<file path="config.mk">
export PLATFORM = sky130hd
export DESIGN_NAME = valid_reset_pipe
export DESIGN_NICKNAME = d
export VERILOG_FILES = /design/src/rtl/pipe_pkg.sv /design/src/rtl/valid_reset_stage.sv /design/src/rtl/valid_reset_pipe.sv
export SDC_FILE = /design/constraint.sdc
export NUM_CORES = 1
export LEC_CHECK = 0
export BUFFER_PORTS_ARGS = -buffer_cell sky130_fd_sc_hd__buf_2
export CORE_UTILIZATION = 50
export CTS_CLUSTER_SIZE = 8
export DETAILED_ROUTE_END_ITERATION = 6
export PLACE_DENSITY = 0.83
export SYNTH_ARGS = -nofsm -noshare
export SYNTH_HDL_FRONTEND = slang
export SYNTH_HIERARCHICAL = 1
export SYNTH_SLANG_ARGS = --single-unit
export TNS_END_PERCENT = 5
</file>
<file path="constraint.sdc">
create_clock -name clk_i -period 3.05 [get_ports clk_i]
set_input_delay 0.1525 -clock clk_i [delete_from_list [all_inputs] [get_ports clk_i]]
set_output_delay 0.1525 -clock clk_i [all_outputs]
set_load 0.01 [all_outputs]
</file>
<file path="src/rtl/pipe_pkg.sv">
// pipe_pkg: shared sizing helper for the valid_reset_pipe slice.
package pipe_pkg;
    function automatic int count_w(int depth);
        return $clog2(depth + 1);
    endfunction
endpackage

</file>
<file path="src/rtl/valid_reset_stage.sv">
// valid_reset_stage: one pipeline stage with a resettable valid flop and a non-reset data follower.
module valid_reset_stage #(
    parameter int WIDTH = 8
) (
    input  logic             clk_i,
    input  logic             rst_i,
    input  logic             clr_i,
    input  logic             ld_i,
    input  logic             v_i,
    input  logic [WIDTH-1:0] d_i,
    output logic             v_o,
    output logic [WIDTH-1:0] d_o
);
    logic             v_q, v_d;
    logic [WIDTH-1:0] d_q;
    always_comb v_d = clr_i ? 1'b0 : ld_i ? v_i : v_q;
    always_ff @(posedge clk_i) begin
        if (rst_i) v_q <= 1'b0;
        else       v_q <= v_d;
    end
    // Data is only captured alongside a valid entry, so it never needs a reset.
    always_ff @(posedge clk_i) begin
        if (ld_i && v_i) d_q <= d_i;
    end
    assign v_o = v_q;
    assign d_o = d_q;
endmodule

</file>
<file path="src/rtl/valid_reset_pipe.sv">
// valid_reset_pipe: valid/ready register slice with bubble collapsing, flush and occupancy count.
module valid_reset_pipe
    import pipe_pkg::*;
#(
    parameter int WIDTH = 8,
    parameter int DEPTH = 3
) (
    input  logic                        clk_i,
    input  logic                        rst_i,
    input  logic                        flush_i,
    input  logic                        in_valid_i,
    input  logic [WIDTH-1:0]            in_data_i,
    output logic                        in_ready_o,
    output logic                        out_valid_o,
    output logic [WIDTH-1:0]            out_data_o,
    input  logic                        out_ready_i,
    output logic [count_w(DEPTH)-1:0]   count_o
);
    localparam int COUNT_W = count_w(DEPTH);
    logic [DEPTH-1:0]   v, ld;
    logic [WIDTH-1:0]   d [DEPTH];
    logic [COUNT_W-1:0] count_q, count_d;
    logic               in_xfer, out_xfer;
    genvar k;
    generate
        for (k = 0; k < DEPTH; k++) begin : g_stage
            // Stage k loads if the output drains or any stage from k onward is empty.
            assign ld[k] = out_ready_i | ~&v[DEPTH-1:k];
            if (k == 0) begin : g_head
                valid_reset_stage #(.WIDTH(WIDTH)) u_stage (
                    .clk_i (clk_i),
                    .rst_i (rst_i),
                    .clr_i (flush_i),
                    .ld_i  (ld[k]),
                    .v_i   (in_valid_i),
                    .d_i   (in_data_i),
                    .v_o   (v[k]),
                    .d_o   (d[k])
                );
            end else begin : g_follow
                valid_reset_stage #(.WIDTH(WIDTH)) u_stage (
                    .clk_i (clk_i),
                    .rst_i (rst_i),
                    .clr_i (flush_i),
                    .ld_i  (ld[k]),
                    .v_i   (v[k-1]),
                    .d_i   (d[k-1]),
                    .v_o   (v[k]),
                    .d_o   (d[k])
                );
            end
        end
    endgenerate
    assign in_ready_o  = ld[0] & ~rst_i & ~flush_i;
    assign out_valid_o = v[DEPTH-1];
    assign out_data_o  = d[DEPTH-1];
    assign in_xfer     = in_valid_i & in_ready_o;
    assign out_xfer    = out_valid_o & out_ready_i;
    always_comb count_d = flush_i ? '0 :
                          (in_xfer & ~out_xfer) ? count_q + 1'b1 :
                          (out_xfer & ~in_xfer) ? count_q - 1'b1 : count_q;
    always_ff @(posedge clk_i) begin
        if (rst_i) count_q <= '0;
        else       count_q <= count_d;
    end
    always_ff @(posedge clk_i) begin
        if (!rst_i) assert (count_q <= COUNT_W'(DEPTH) && count_q == COUNT_W'($countones(v)));
    end
    assign count_o = count_q;
endmodule
</file>
==> results of run 1 <==
## power by group through the flow
stage	Combinational (uW)	Clock [uW]	Sequential, uW
detailed placement	23.6	0	454
global route	34.5	408	445
floorplan	10.0	0	452
finish	31.5	381	444
CTS	28.8	389	445
global placement	22.5	0	453
## how the worst min path moves through the flow
stage                      start                                          to  slack [ns]  cells after the start
floorplan                flush_i  g_stage[0].g_head.u_stage/v_o$_SDFFE_PP0P_        0.22                      1
global placement    in_data_i[6]  g_stage[0].g_head.u_stage/d_o[6]$_DFFE_PP_        0.33                      1
detailed placement  in_data_i[0]  g_stage[0].g_head.u_stage/d_o[0]$_DFFE_PP_        0.33                      1
CTS                 in_data_i[3]  g_stage[0].g_head.u_stage/d_o[3]$_DFFE_PP_      0.0006                      1
global route               rst_i  g_stage[0].g_head.u_stage/v_o$_SDFFE_PP0P_        0.08                      2
finish                     rst_i  g_stage[0].g_head.u_stage/v_o$_SDFFE_PP0P_        0.10                      2
## cells in the final DEF (no fill, tap or decap)
cell            n
edfxtp_1       24
clkinv_2        1
buf_2          24
bufinv_16       2
dfxtp_1         5
dlygate4sd3_1   8
nor3_2          3
a211oi_1        1
nand3_1         1
xor2_1          2
nor3_1          1
or3_1           1
nor2b_1         1
and2_2          3
ha_1            1
clkbuf_4        5
inv_1           1
and2_1          1
nand2_1         2
o21ai_0         1
a311oi_1        1
mux2i_1         3
## layer usage
layer  global-route usage (%)  vias up  share of wire, %
li1                         -      276                 -
met1                     16.4      228                42
met2                     20.8       18                51
met3                     11.8        2               5.9
met4                     8.82        0              0.79
met5                        0        -                 0
## flip-flops by register name (all words and copies together), names as in the netlist
| name | flops |
|---|---|
| g_stage.g_follow.u_stage/d_o | 16 |
| count_o | 2 |
| g_stage.g_head.u_stage/d_o | 8 |
| g_stage.g_follow.u_stage/v_o | 2 |
| g_stage.g_head.u_stage/v_o | 1 |
## cell usage after synthesis
| master | count | area share (%) |
|---|---|---|
| and2_1 | 1 | 0.63 |
| edfxtp_1 | 24 | 72 |
| mux2i_1 | 3 | 3.0 |
| inv_1 | 1 | 0.38 |
| nand2_1 | 2 | 0.75 |
| o21ai_0 | 1 | 0.50 |
| nand3_1 | 1 | 0.50 |
| nor2b_1 | 1 | 0.63 |
| nor3_2 | 3 | 3.0 |
| nor3_1 | 1 | 0.50 |
| a211oi_1 | 1 | 0.75 |
| xor2_1 | 2 | 1.8 |
| ha_1 | 1 | 1.3 |
| or3_1 | 1 | 0.63 |
| a311oi_1 | 1 | 0.88 |
| dfxtp_1 | 5 | 10 |
| and2_2 | 3 | 2.3 |
## what timing repair did
action,CTS,global route
setup buffers,0,0
hold endpoints to repair,5,3
hold buffers,5,3
## cell families after synthesis
family	count (synthesis)	synth area share (%)
DFF	29	82.5
and+or+nand+nor	13	8.93
AOI/OAI and AO/OA	3	2.14
muxes	3	3.02
xor gates and xnor gates	2	1.76
buffers and inverters	1	0.377
adders and majority gates	1	1.26
## per-stage QoR
step	hold WS (ns)	total power, uW
final	0.101	857
after global routing	0.0849	888
after CTS	0.000635	862
after detailed placement	0.331	477
after global placement	0.330	475
after floorplan	0.222	462
## final cells by class
cell class,count,area (sq um),share of cell area (%)
flip-flops and latches,29,821,61.8
inverters,1,3.75,0.282
repair buffers,32,200,15.1
multi-input cells,22,170,12.8
clock inverters,3,65.1,4.90
clock buffers,5,37.5,2.82
well taps,25,31.3,2.35
==> impl_metrics.json, run 1 <==
{
  "outcome": "completed",
  "synth_seq_cells": 29,
  "crit_buf_inv": 0,
  "wl_per_cell_um": 10.8,
  "start_kind": "flip-flop",
  "root_buffer": "clkbuf_4",
  "maxCapViolCount": 0,
  "drc": 0,
  "reg2regPathDepth": 6,
  "powerDensity_mw_per_mm2": 645,
  "cts_tree": "yes",
  "ys.warnings.count": 6,
  "grt_pass1_vias": 467,
  "internal-power_uw": 712,
  "cp_max_fo": 4,
  "crit_arrival_ns": 2.19,
  "synth_nets": 66,
  "critPathCapture": "count_o[1]$_SDFFE_PP0P_",
  "switching_share_pct": 16.9,
  "path_delay_family": "simple AND/OR/NAND/NOR gates",
  "reg2reg_slack_ns": 1.09,
  "post_cts_resized": 0,
  "final_area_sq_mm": 0.00133,
  "dr.pass1.iters": 3,
  "placedCellCount": 101,
  "antenna_found_initial": 0,
  "h-tree-depth": 2,
  "final_antenna_net_count": 0,
  "clkPwrFrac_pct": 44.5,
  "routed_via_density": 4.48,
  "grtUsageTotal_pct": 15.2,
  "num_io_pins": 25,
  "netlist_area_sq_um": 995,
  "fin_cells": 117,
  "num_vias": 524,
  "synth_cell_types": 17,
  "clkTransAtPathRegs_ns": 0.09,
  "power.leakage_uw": 0.000527,
  "gp_congestion": 0.767,
  "grt_start_max_net_pins": 11,
  "critical_path.slowest_cell": "dfxtp_1",
  "timing.slew.headroom_pct": 82.3,
  "skew_ns": 0.00791,
  "clock_latency_ns": 0.31,
  "path_cells": "nor2b_1, a311oi_1, and2_1, ha_1, or3_1, a211oi_1",
  "crit_path_end_kind": "flip-flop",
  "port_buffers": 24,
  "switchingPower_uw": 145,
  "power_frac_seq_pct": 51.9,
  "cts.sinks": 29,
  "fin_util_pct": 73.8,
  "dieArea_sq_mm": 0.00217,
  "max_stage_delay_ns": 0.37,
  "gr-total-overflow": 0,
  "core_sq_mm": 0.00180,
  "setup-violations-final": 0,
  "slew_viol_final": 0,
  "die_x_um": 46.6,
  "layout_setup_ws_ns": 1.09,
  "area_delta_synth_final_pct": 33.6,
  "postSynthCellCount": 52,
  "cp.required_ns": 3.29,
  "p_comb_share_pct": 3.7,
  "hold_violations": 0,
  "period_share_pct": 64.2,
  "final_layout_size_suffix_gt1_share_pct": 41.3,
  "timing.fmax_mhz": 511,
  "placed_cell_area_sq_mm": 0.00115,
  "start_util_pct": 55.2,
  "die_h_um": 46.6,
  "setup.worst_path.start": "g_stage[2].g_follow.u_stage/v_o$_SDFFE_PP0P_",
  "synthesis.area_per_instance_sq_um": 19.1,
  "timing.rr.end": "count_o[1]$_SDFFE_PP0P_",
  "drt-initial-drc-count": 8,
  "cp.depth": 6,
  "min_period_ns": 1.96,
  "rsz0062_at_grt": "false",
  "ys_seq_area_share_pct": 82.5,
  "dp_slack_ns": 1.12,
  "vdd_ir_drop_max_uv": 423,
  "wl_um": 1260,
  "nets": 105,
  "grt_pass1_wl_um": 1990,
  "fill_cells": 118,
  "path_class": "flip-flop to flip-flop",
  "hp-class": "input pin to flip-flop",
  "std_cell_rows": 15,
  "clock_path_buffers": 2,
  "max_slew.worst_pin.slew_ns": 0.266,
  "tns_ns": 0,
  "cts_buffers": 5,
  "antennaDiodeCount": 0,
  "rr_startpoint": "g_stage[2].g_follow.u_stage/v_o$_SDFFE_PP0P_",
  "dp_hpwl_um": 840
}
(Power assumes the default switching activity.)
==> run 2, diff against run 1 <==
==> constraint.sdc (replaced) <==
create_clock -name clk_i -period 1.94 [get_ports clk_i]
set_input_delay 0.097 -clock clk_i [delete_from_list [all_inputs] [get_ports clk_i]]
set_output_delay 0.097 -clock clk_i [all_outputs]
set_load 0.01 [all_outputs]
==> run 2 against run 1 <==
Against the previous run: routed wire length up 36%; total power up 59%; count of clock-buffer cells in the layout unchanged; clock skew up 0.0028 ns; combinational power up 87%; largest power group unchanged.
==> impl_metrics.json, run 2 (same netlist as run 1, synthesis figures left out) <==
{
  "timing.slew.headroom_pct": 83.4,
  "nets": 106,
  "final_layout_size_suffix_gt1_share_pct": 48.4,
  "port_buffers": 24,
  "mostFrequentLayoutCells": "24 x edfxtp_1, 24 x buf_2, 8 x dlygate4sd3_1",
  "cp_max_fo": 4,
  "rsz0062_at_grt": "false",
  "num_io_pins": 25,
  "hold_violations": 0,
  "grt_pass1_vias": 505,
  "max_stage_delay_ns": 0.38,
  "maxCapViolCount": 0,
  "dr.pass1.iters": 4,
  "antennaDiodeCount": 0,
  "vdd_ir_drop_max_uv": 831,
  "wl_um": 1720,
  "final_antenna_net_count": 0,
  "critical_path.slowest_cell": "or3_4",
  "start_util_pct": 55.2,
  "cp.required_ns": 2.18,
  "setup-violations-final": 0,
  "clkTransAtPathRegs_ns": 0.10,
  "max_slew.worst_pin.slew_ns": 0.249,
  "period_share_pct": 96.4,
  "min_period_ns": 1.87,
  "setup.worst_path.start": "g_stage[2].g_follow.u_stage/v_o$_SDFFE_PP0P_",
  "h-tree-depth": 2,
  "post_cts_buffers": 0,
  "grtUsageTotal_pct": 17.7,
  "die_x_um": 46.6,
  "path_class": "flip-flop to flip-flop",
  "reg2reg_slack_ns": 0.07,
  "root_buffer": "clkbuf_4",
  "clock_path_buffers": 2,
  "crit_arrival_ns": 2.11,
  "die_h_um": 46.6,
  "start_kind": "flip-flop",
  "dieArea_sq_mm": 0.00217,
  "critPathCapture": "count_o[1]$_SDFFE_PP0P_",
  "reg2regPathDepth": 6,
  "gp_congestion": 0.743,
  "core_sq_mm": 0.00180,
  "timing.rr.end": "count_o[1]$_SDFFE_PP0P_",
  "cts_buffers": 5,
  "timing.fmax_mhz": 535,
  "cts_tree": "yes",
  "grt_start_max_net_pins": 11,
  "power.leakage_uw": 0.000538,
  "clock_latency_ns": 0.31,
  "outcome": "completed",
  "dp_hpwl_um": 818,
  "area_delta_synth_final_pct": 37.7,
  "skew_ns": 0.0108,
  "powerDensity_mw_per_mm2": 993,
  "wl_per_cell_um": 14.6,
  "path_cells": "nor2b_2, a311oi_2, and2_4, ha_4, or3_4, a211oi_2",
  "fin_cells": 118,
  "std_cell_rows": 15,
  "power.total_uw": 1360,
  "largest_reg_flops": 16,
  "antenna_found_initial": 0,
  "hp-class": "input pin to flip-flop",
  "rr_startpoint": "g_stage[2].g_follow.u_stage/v_o$_SDFFE_PP0P_",
  "gr-total-overflow": 0,
  "grt_pass1_wl_um": 2360,
  "tns_ns": 0,
  "hold_ws_ns": 0.0644,
  "placedCellCount": 102,
  "routed_via_density": 4.74,
  "drc": 0,
  "cts.sinks": 29,
  "drt-initial-drc-count": 19,
  "slew_viol_final": 0,
  "num_vias": 559,
  "crit_path_end_kind": "flip-flop"
}
-- run 2: critical path, delay by kind of cell, from the launching register on --
family | cells | cell delay [ns]
AND/OR/NAND/NOR | 3 | 0.76
AO/OA/AOI/OAI | 2 | 0.49
flip-flops | 1 | 0.34
adder cells (fa/ha/maj) | 1 | 0.21
-- run 2: how the worst min path moves through the flow --
stage	from	endpoint	slack (ns)	depth (start not counted)
after detailed placement	in_data_i[7]	g_stage[0].g_head.u_stage/d_o[7]$_DFFE_PP_	0.28	1
final	flush_i	count_o[1]$_SDFFE_PP0P_	0.06	2
after global placement	in_data_i[3]	g_stage[0].g_head.u_stage/d_o[3]$_DFFE_PP_	0.27	1
after CTS	rst_i	g_stage[1].g_follow.u_stage/v_o$_SDFFE_PP0P_	0.05	2
after global routing	rst_i	g_stage[1].g_follow.u_stage/v_o$_SDFFE_PP0P_	0.06	2
after floorplan	flush_i	g_stage[0].g_head.u_stage/v_o$_SDFFE_PP0P_	0.17	1
-- run 2: what timing repair did --
item / 4_1_cts / 5_1_grt
setup endpoints to repair: 0 / 1
resized for setup: 0 / 4
hold buffers: 8 / 0
hold endpoints to repair: 8 / 0
-- run 2: per-layer routing --
| layer | track usage, % | part of all wire, % |
|---|---|---|
| met1 | 17.0 | 38 |
| met2 | 32.2 | 56 |
| met3 | 8.63 | 5.5 |
| met4 | 5.88 | 0.70 |
| met5 | 0 | 0 |
-- run 2: area by class of cell --
type / instances / area, sq um
clock buffers: 5 / 37.5
multi-input cells: 22 / 204
repair buffers: 33 / 208
inverters: 1 / 3.75
well taps: 25 / 31.3
fillers: 109 / 432
clock inverters: 3 / 65.1
flip-flops and latches: 29 / 821
-- run 2: power by group --
group          leakage, uW  internal [uW]  switching (uW)  total (uW)
clock            0.0000552            399             202         601
combinational     0.000218           31.0            27.9        58.8
sequential        0.000265            693            7.84         701
total             0.000538           1120             238        1360
-- run 2: through the flow --
stage | setup WS, ns | instance area (sq um) | util, %
after detailed placement | 0.129 | 1160 | 64.5
after global placement | 0.170 | 1160 | 64.5
final | 0.0706 | 1370 | 76.0
after CTS | 0.0686 | 1350 | 74.7
after floorplan | 0.0211 | 1000 | -
after global routing | 0.00248 | 1370 | 76.0
